[src/rtl/screen_tracker.sv]
// Tracks which vertically stacked screen the character occupies and runs the
// edge-crossing transition: reposition handshake, fade period, one settle frame.
module screen_tracker #(
    parameter int NUM_SCREENS       = 8,
    parameter int Y_TOP             = 0,
    parameter int Y_BOT             = 479,
    parameter int TRANSITION_FRAMES = 16
) (
    input  logic       CLK,
    input  logic       Reset,
    input  logic       frame_tick,
    input  logic [9:0] CharX,
    input  logic [9:0] CharY,
    input  logic [9:0] CharS,
    input  logic       reposition_ack,
    output logic [3:0] screen_idx,
    output logic [3:0] max_screen,
    output logic       reposition_req,
    output logic [9:0] reposition_y,
    output logic       transition_busy,
    output logic [7:0] fade_count,
    output logic       screen_changed
);
    typedef enum logic [1:0] {IDLE, REQ, FADE, SETTLE} state_t;

    localparam logic [10:0] YTOP   = 11'(Y_TOP);
    localparam logic [10:0] YBOT   = 11'(Y_BOT);
    localparam logic [3:0]  LAST   = 4'(NUM_SCREENS - 1);
    localparam logic [7:0]  FADE_N = 8'(TRANSITION_FRAMES);

    state_t     state_q, state_d;
    logic [3:0] screen_idx_q, screen_idx_d;
    logic [3:0] max_screen_q, max_screen_d;
    logic [9:0] reposition_y_q, reposition_y_d;
    logic [7:0] fade_count_q, fade_count_d;
    logic       screen_changed_q, screen_changed_d;
    logic       top_hit, bot_hit;
    logic [10:0] cy, cs;

    // X position is carried for the character block but plays no part here.
    logic unused_charx;
    assign unused_charx = ^CharX;

    // 11-bit arithmetic so CharY + CharS cannot wrap.
    assign cy      = {1'b0, CharY};
    assign cs      = {1'b0, CharS};
    assign top_hit = (cy <= YTOP + cs);
    assign bot_hit = (cy + cs >= YBOT);

    always_comb begin
        state_d          = state_q;
        screen_idx_d     = screen_idx_q;
        max_screen_d     = max_screen_q;
        reposition_y_d   = reposition_y_q;
        fade_count_d     = fade_count_q;
        screen_changed_d = 1'b0;
        unique case (state_q)
            IDLE: begin
                if (frame_tick) begin
                    if (top_hit && !bot_hit && screen_idx_q < LAST) begin
                        screen_idx_d     = screen_idx_q + 4'd1;
                        reposition_y_d   = 10'(YBOT - cs - 11'd1);
                        screen_changed_d = 1'b1;
                        state_d          = REQ;
                    end else if (bot_hit && !top_hit && screen_idx_q != 4'd0) begin
                        screen_idx_d     = screen_idx_q - 4'd1;
                        reposition_y_d   = 10'(YTOP + cs + 11'd1);
                        screen_changed_d = 1'b1;
                        state_d          = REQ;
                    end
                    if (screen_idx_d > max_screen_q)
                        max_screen_d = screen_idx_d;
                end
            end
            REQ: begin
                if (reposition_ack) begin
                    fade_count_d = 8'd0;
                    state_d      = FADE;
                end
            end
            FADE: begin
                if (frame_tick) begin
                    if (fade_count_q + 8'd1 >= FADE_N) begin
                        fade_count_d = 8'd0;
                        state_d      = SETTLE;
                    end else begin
                        fade_count_d = fade_count_q + 8'd1;
                    end
                end
            end
            SETTLE: begin
                if (frame_tick)
                    state_d = IDLE;
            end
            default: state_d = IDLE;
        endcase
    end

    always_ff @(posedge CLK) begin
        if (Reset) begin
            state_q          <= IDLE;
            screen_idx_q     <= 4'd0;
            max_screen_q     <= 4'd0;
            reposition_y_q   <= 10'd0;
            fade_count_q     <= 8'd0;
            screen_changed_q <= 1'b0;
        end else begin
            state_q          <= state_d;
            screen_idx_q     <= screen_idx_d;
            max_screen_q     <= max_screen_d;
            reposition_y_q   <= reposition_y_d;
            fade_count_q     <= fade_count_d;
            screen_changed_q <= screen_changed_d;
        end
    end

    assign screen_idx      = screen_idx_q;
    assign max_screen      = max_screen_q;
    assign reposition_y    = reposition_y_q;
    assign fade_count      = fade_count_q;
    assign screen_changed  = screen_changed_q;
    assign reposition_req  = (state_q == REQ);
    assign transition_busy = (state_q != IDLE);
endmodule
[config.mk]
export PLATFORM = sky130hd
export DESIGN_NAME = screen_tracker
export DESIGN_NICKNAME = d
export VERILOG_FILES = /design/src/rtl/screen_tracker.sv
export SDC_FILE = /design/constraint.sdc
export NUM_CORES = 1
export LEC_CHECK = 0
export CAP_MARGIN = 30
export CORE_MARGIN = 5
export CORE_UTILIZATION = 34
export DETAILED_ROUTE_END_ITERATION = 7
export PLACE_DENSITY = 0.69
export SYNTH_ARGS = -nofsm -noshare
export SYNTH_HDL_FRONTEND = slang
export SYNTH_SLANG_ARGS = --single-unit
[constraint.sdc]
create_clock -name CLK -period 11 [get_ports CLK]
set_input_delay 1.65 -clock CLK [delete_from_list [all_inputs] [get_ports CLK]]
set_output_delay 1.65 -clock CLK [all_outputs]
set_load 0.005 [all_outputs]
* Yosys cells after proc, flatten, opt, wreduce, memory -nomap -nowiden
Index checks and enable logic that the tools add are counted. W data, S select, Z words.
Word-level totals: logic and storage cells 66, output and inout bits 29, input bits 34, register bits 29
Operators by class: eq/ne operators 9, order comparisons 5, mux-type cells 20, bitwise gates (word level) 2, reduce and logical (&&, ||, !) cells 17, add/subtract/negate cells 7
Operator list (count):
- $mux W8 | 3
- $mux W10 | 2
- $mux W4 | 4
- $pmux W8 S2 | 1
- $mux W2 | 7
- $add A10 B10 Y11 | 1
- $ge A11 B9 Y1 const B | 1
- $add A10 B1 Y10 const B | 1
- $le A10 B10 Y1 | 1
- $ne A2 B2 Y1 const B | 5
- $sub A10 B1 Y10 const B | 1
- $sub A9 B10 Y10 const A | 1
- $reduce_and A3 Y1 | 3
- $add A8 B1 Y8 const B | 1
- $ge A8 B5 Y1 const B | 1
- $pmux W2 S4 | 1
- $reduce_and A6 Y1 | 1
- $reduce_bool A2 Y1 | 3
- $add A4 B1 Y4 const B | 1
- $eq A2 B2 Y1 const B | 2
- $gt A4 B4 Y1 | 1
- $logic_and A1 B1 Y1 | 4
- $lt A4 B3 Y1 const B | 1
- $reduce_bool A4 Y1 | 1
- 9 further kinds | 12

* Depth between registers and ports, before layout
depth after elaboration 10, depth in mapped cells 21, depth with buffers taken out 20

* Worst setup path before layout
Ideal clock, no wire load.
path type input -> register, from input CharS[1], to register max_screen_q[1], in the netlist max_screen[1], library setup time 0.086 ns, setup slack 5.659 ns, required time 10.914 ns, stages 20, arrival 5.255 ns, path buffers 1, cells stage by stage inv_1 > ha_1 > nand2b_1 > a2111oi_2 > or2_1 > a311oi_2 > nor4_4 > and3_1 > buf_2 > nor2_1 > a311oi_1 > inv_1 > ha_1 > nor2b_1 > o21ai_0 > nand2b_1 > a21oi_1 > nor2_1 > nor2_1 > a211oi_1
Between the ends: word-level cells in the longest chain between the ends 10, elaborated cells between the ends (all ways) 15, those cells by class 1 x add/sub; 3 x order compare; 4 x mux; 7 x reduce/logical
Ends and longest elaborated chain:
- from (decl) | RTL line 14 | input logic [9:0] CharS,
- $add A10 B10 Y11 / $le A10 B10 Y1 (equally long branches) | RTL line 48, 47
- $ge A11 B9 Y1 / $logic_not A1 Y1 (equally long branches) | RTL line 48, 65
- $logic_and A1 B1 Y1 / $logic_not A1 Y1 (equally long branches) | RTL line 65, 60
- $logic_and A1 B1 Y1, on equally long branches | RTL line 65, 60
- $mux W4 / $logic_and A1 B1 Y1 (equally long branches) | RTL line 65, 60
- $mux W4 * | RTL line 60 | if (top_hit && !bot_hit && screen_idx_q < LAST) begin
- $mux W4 * | RTL line 59 | if (frame_tick) begin
- $mux W4 * | RTL line 57 | unique case (state_q)
- $gt A4 B4 Y1 | RTL line 71 | if (screen_idx_d > max_screen_q)
- $reduce_and A3 Y1 (no line)
- to (signal assigned) | RTL line 110 | max_screen_q <= max_screen_d;
- to (decl) | RTL line 33 | logic [3:0] max_screen_q, max_screen_d;
Mark *: on every way between the ends. The rest lies on a longest branch, timed or not. The select of a mux whose other input is x is not followed. A chain may end at the register's enable or synchronous reset.

* Worst setup path in the final report
Same ends and word-level chain as after synthesis.

==> impl_metrics.ini <==
[hold_path]
min_path_type = register to register

[clock_tree]
clk_latency_ps = 270
cts_tree = done
cts_buffers = 5
ctsResizeCount = 0
postCtsSetupRepairBufs = 0
clk_path_buf_depth = 2
h-tree-depth = 2
clk_pin_slew_ps = 60
cts_root_buf = clkbuf_8
clock-sinks = 29
holdBufCountCts = 0

[synthesis]
ys_seq_elements = 29
ys_warn_count = 0
synth.top_cells.by_count = inv_1 (35), ha_1 (33), dfxtp_1 (29), nor2_1 (28), nand2_1 (22)
synth_top_area_share_pct = 22.3
synth_fp_nets = 399
synth_edf_count = 0
ys_seq_area_share_pct = 22.3
syn-cell-area_um2 = 2610
synth.largest_area_cell = dfxtp_1
async_reset_ff_share_pct = 0
yosysMostFrequentCell = inv_1
ys_types = 52
synth_area_leaders = dfxtp_1 (22%), ha_1 (16%), inv_1 (5.0%)
syn_avg_cell_area_um2 = 7.88
synth_flop_cell = dfxtp_1
synthCells = 331

[timing]
tns_ps = 0
slew_headroom_pct = 46.6
fin_crit_sh_pct = 59.5
max_freq_mhz = 153
tightest_slew_ps = 780
setup_viol = 0
post-route-min-period_ps = 6540
rsz0062_at_grt = no
fin_skew_ps = 7.04
hold_viol = 0
maxSlewViolCount = 0

[global_routing]
grt_start_max_net_pins = 17
grt_first_pass_wirelength_um = 11200
antenna_found_initial = 0
grt_overflow = 0
grt_usage_pct = 13.6
grt_pass1_vias = 2467

[power]
total_power_mw = 0.528
ir_drop_mv = 0.0784
leakagePower_nw = 1.33
powerDensity_nw_per_um2 = 158

[floorplan]
start_util_pct = 34.3
core_um2 = 7610
io_pins = 63
rows = 32
die_h_um = 97.6
design.die.area_um2 = 9520
fp.dieW_um = 97.6

[layout]
fin_nets = 449
antenna_cells = 0
area_growth_pct = 27.8
n_fill_cell = 770
drive_above_1_share_pct = 3.93

[routing]
drt_iter0_drc = 88
drtAntennaViolNets = 0
post_drt_wl_per_cell_um = 13.4
wl_um = 6480
drt_first_pass_iters = 6
via_count = 2470
routed_via_density = 5.10
route.detailed.drc = 0

[setup_path]
crit_path_end_kind = register
crit_path_max_fanout = 10
critPathArrivalTime_ps = 6730
criticalPathCategory = input pin to register
start_kind = input pin
crit_required_ps = 11190

[placement]
dp_hpwl_um = 5250
place_congestion = 0.825
port_buffers = 52

[run]
max-cap-violations = 0

[outcome]
status = complete, no violations
cell usage in the layout, fill, tap and decap left out, types with 2 or more instances in the layout:
cell              n
nor3b_1           8
clkdlybuf4s50_1  52
nor2b_1           4
ha_1             33
a2111oi_0         2
a211oi_1          8
inv_1            35
o31ai_1           4
and2_1            7
clkbuf_8          6
o21ai_0          16
o21ai_1           2
o211ai_1          4
xor2_1            2
a31oi_1           7
o221ai_1          3
mux2i_1           8
nand4_1           7
or3_1             4
xnor2_1          14
nor4_1            5
nand2_1          22
dfxtp_1          29
nor2_1           28
nand2b_1          9
o311a_1           2
nor3_1            8
and3_1            3
o22ai_1           3
a21oi_1          16
nand3_1           9
power by group:
group          total, mW  switching (mW)  internal [mW]  leakage [nW]
Sequential         0.147          0.0214          0.125         0.236
Combinational      0.269           0.141          0.128          1.03
Clock              0.112          0.0386         0.0737        0.0585
Total              0.528           0.201          0.327          1.33
flip-flops by register name, summed over array words and instances (netlist names):
signal,count
fade_count,8
state_q,2
screen_idx,4
screen_changed,1
max_screen,4
reposition_y,10
worst paths after layout:
kind	from	end	slack, ps	cells after the start
setup / recovery	CharS[1]	max_screen[1]	4460	20
setup reg to reg	screen_idx[0]	max_screen[1]	7130	16
hold reg to reg	reposition_y[6]	reposition_y[6]	490	2
hold / removal	reposition_y[6]	reposition_y[6]	490	2
worst max-delay path, stage by stage:
cell and delay [ps]:
clkdlybuf4s50_1 580, inv_1 110, ha_1 310, nand2b_1 190, a2111oi_2 490, or2_1 220, a311oi_2 130, nor4_4 430
and3_1 520, nor2_1 150, a311oi_1 530, inv_1 100, ha_1 310, nor2b_1 140, o21ai_0 80, nand2b_1 70
a21oi_1 60, nor2_1 380, nor2_1 70, a211oi_1 210
kinds of logic (layout without fill, tap and decap cells):
| logic type | Yosys count | count (layout) | synth area share (%) |
|---|---|---|---|
| simple gates | 120 | 120 | 24.3 |
| flops | 29 | 29 | 22.3 |
| compound gates | 78 | 78 | 21.3 |
| mux | 8 | 8 | 3.07 |
| buf+inv | 45 | 96 | 6.72 |
| fa+ha+maj | 35 | 35 | 17.0 |
| xor+xnor | 16 | 16 | 5.37 |
final cells by class:
class	count	area, um2	share of cell area, %
inverter	36	135	4.06
timing repair buffer	52	520	15.6
tap	102	128	3.83
clock buffer	7	86.3	2.59
multi-input combinational	257	1850	55.6
clock inverter	1	30.0	0.901
sequential	29	581	17.4
routing by layer:
layer  vias up  track usage, %  part of all wire (%)
li1       1281               -                     -
met1      1142            17.8                    48
met2        45            23.2                    48
met3         2            2.51                   3.4
met4         0            3.30                  0.43
met5         -               0                     0
through the flow:
step / setup WS (ps) / area [um2] / hold slack (ps) / utilization (%) / cells
2_1_floorplan: 5660 / 2610 / 463 / - / 331
3_3_place_gp: 4290 / 3220 / 471 / 42.3 / 476
3_5_place_dp: 4130 / 3220 / 471 / 42.3 / 476
4_1_cts: 4430 / 3330 / 488 / 43.8 / 484
5_1_grt: 4020 / 3330 / 515 / 43.8 / 484
6_report: 4460 / 3330 / 486 / 43.8 / 484
Note: power is estimated with default switching activity, not from simulation.
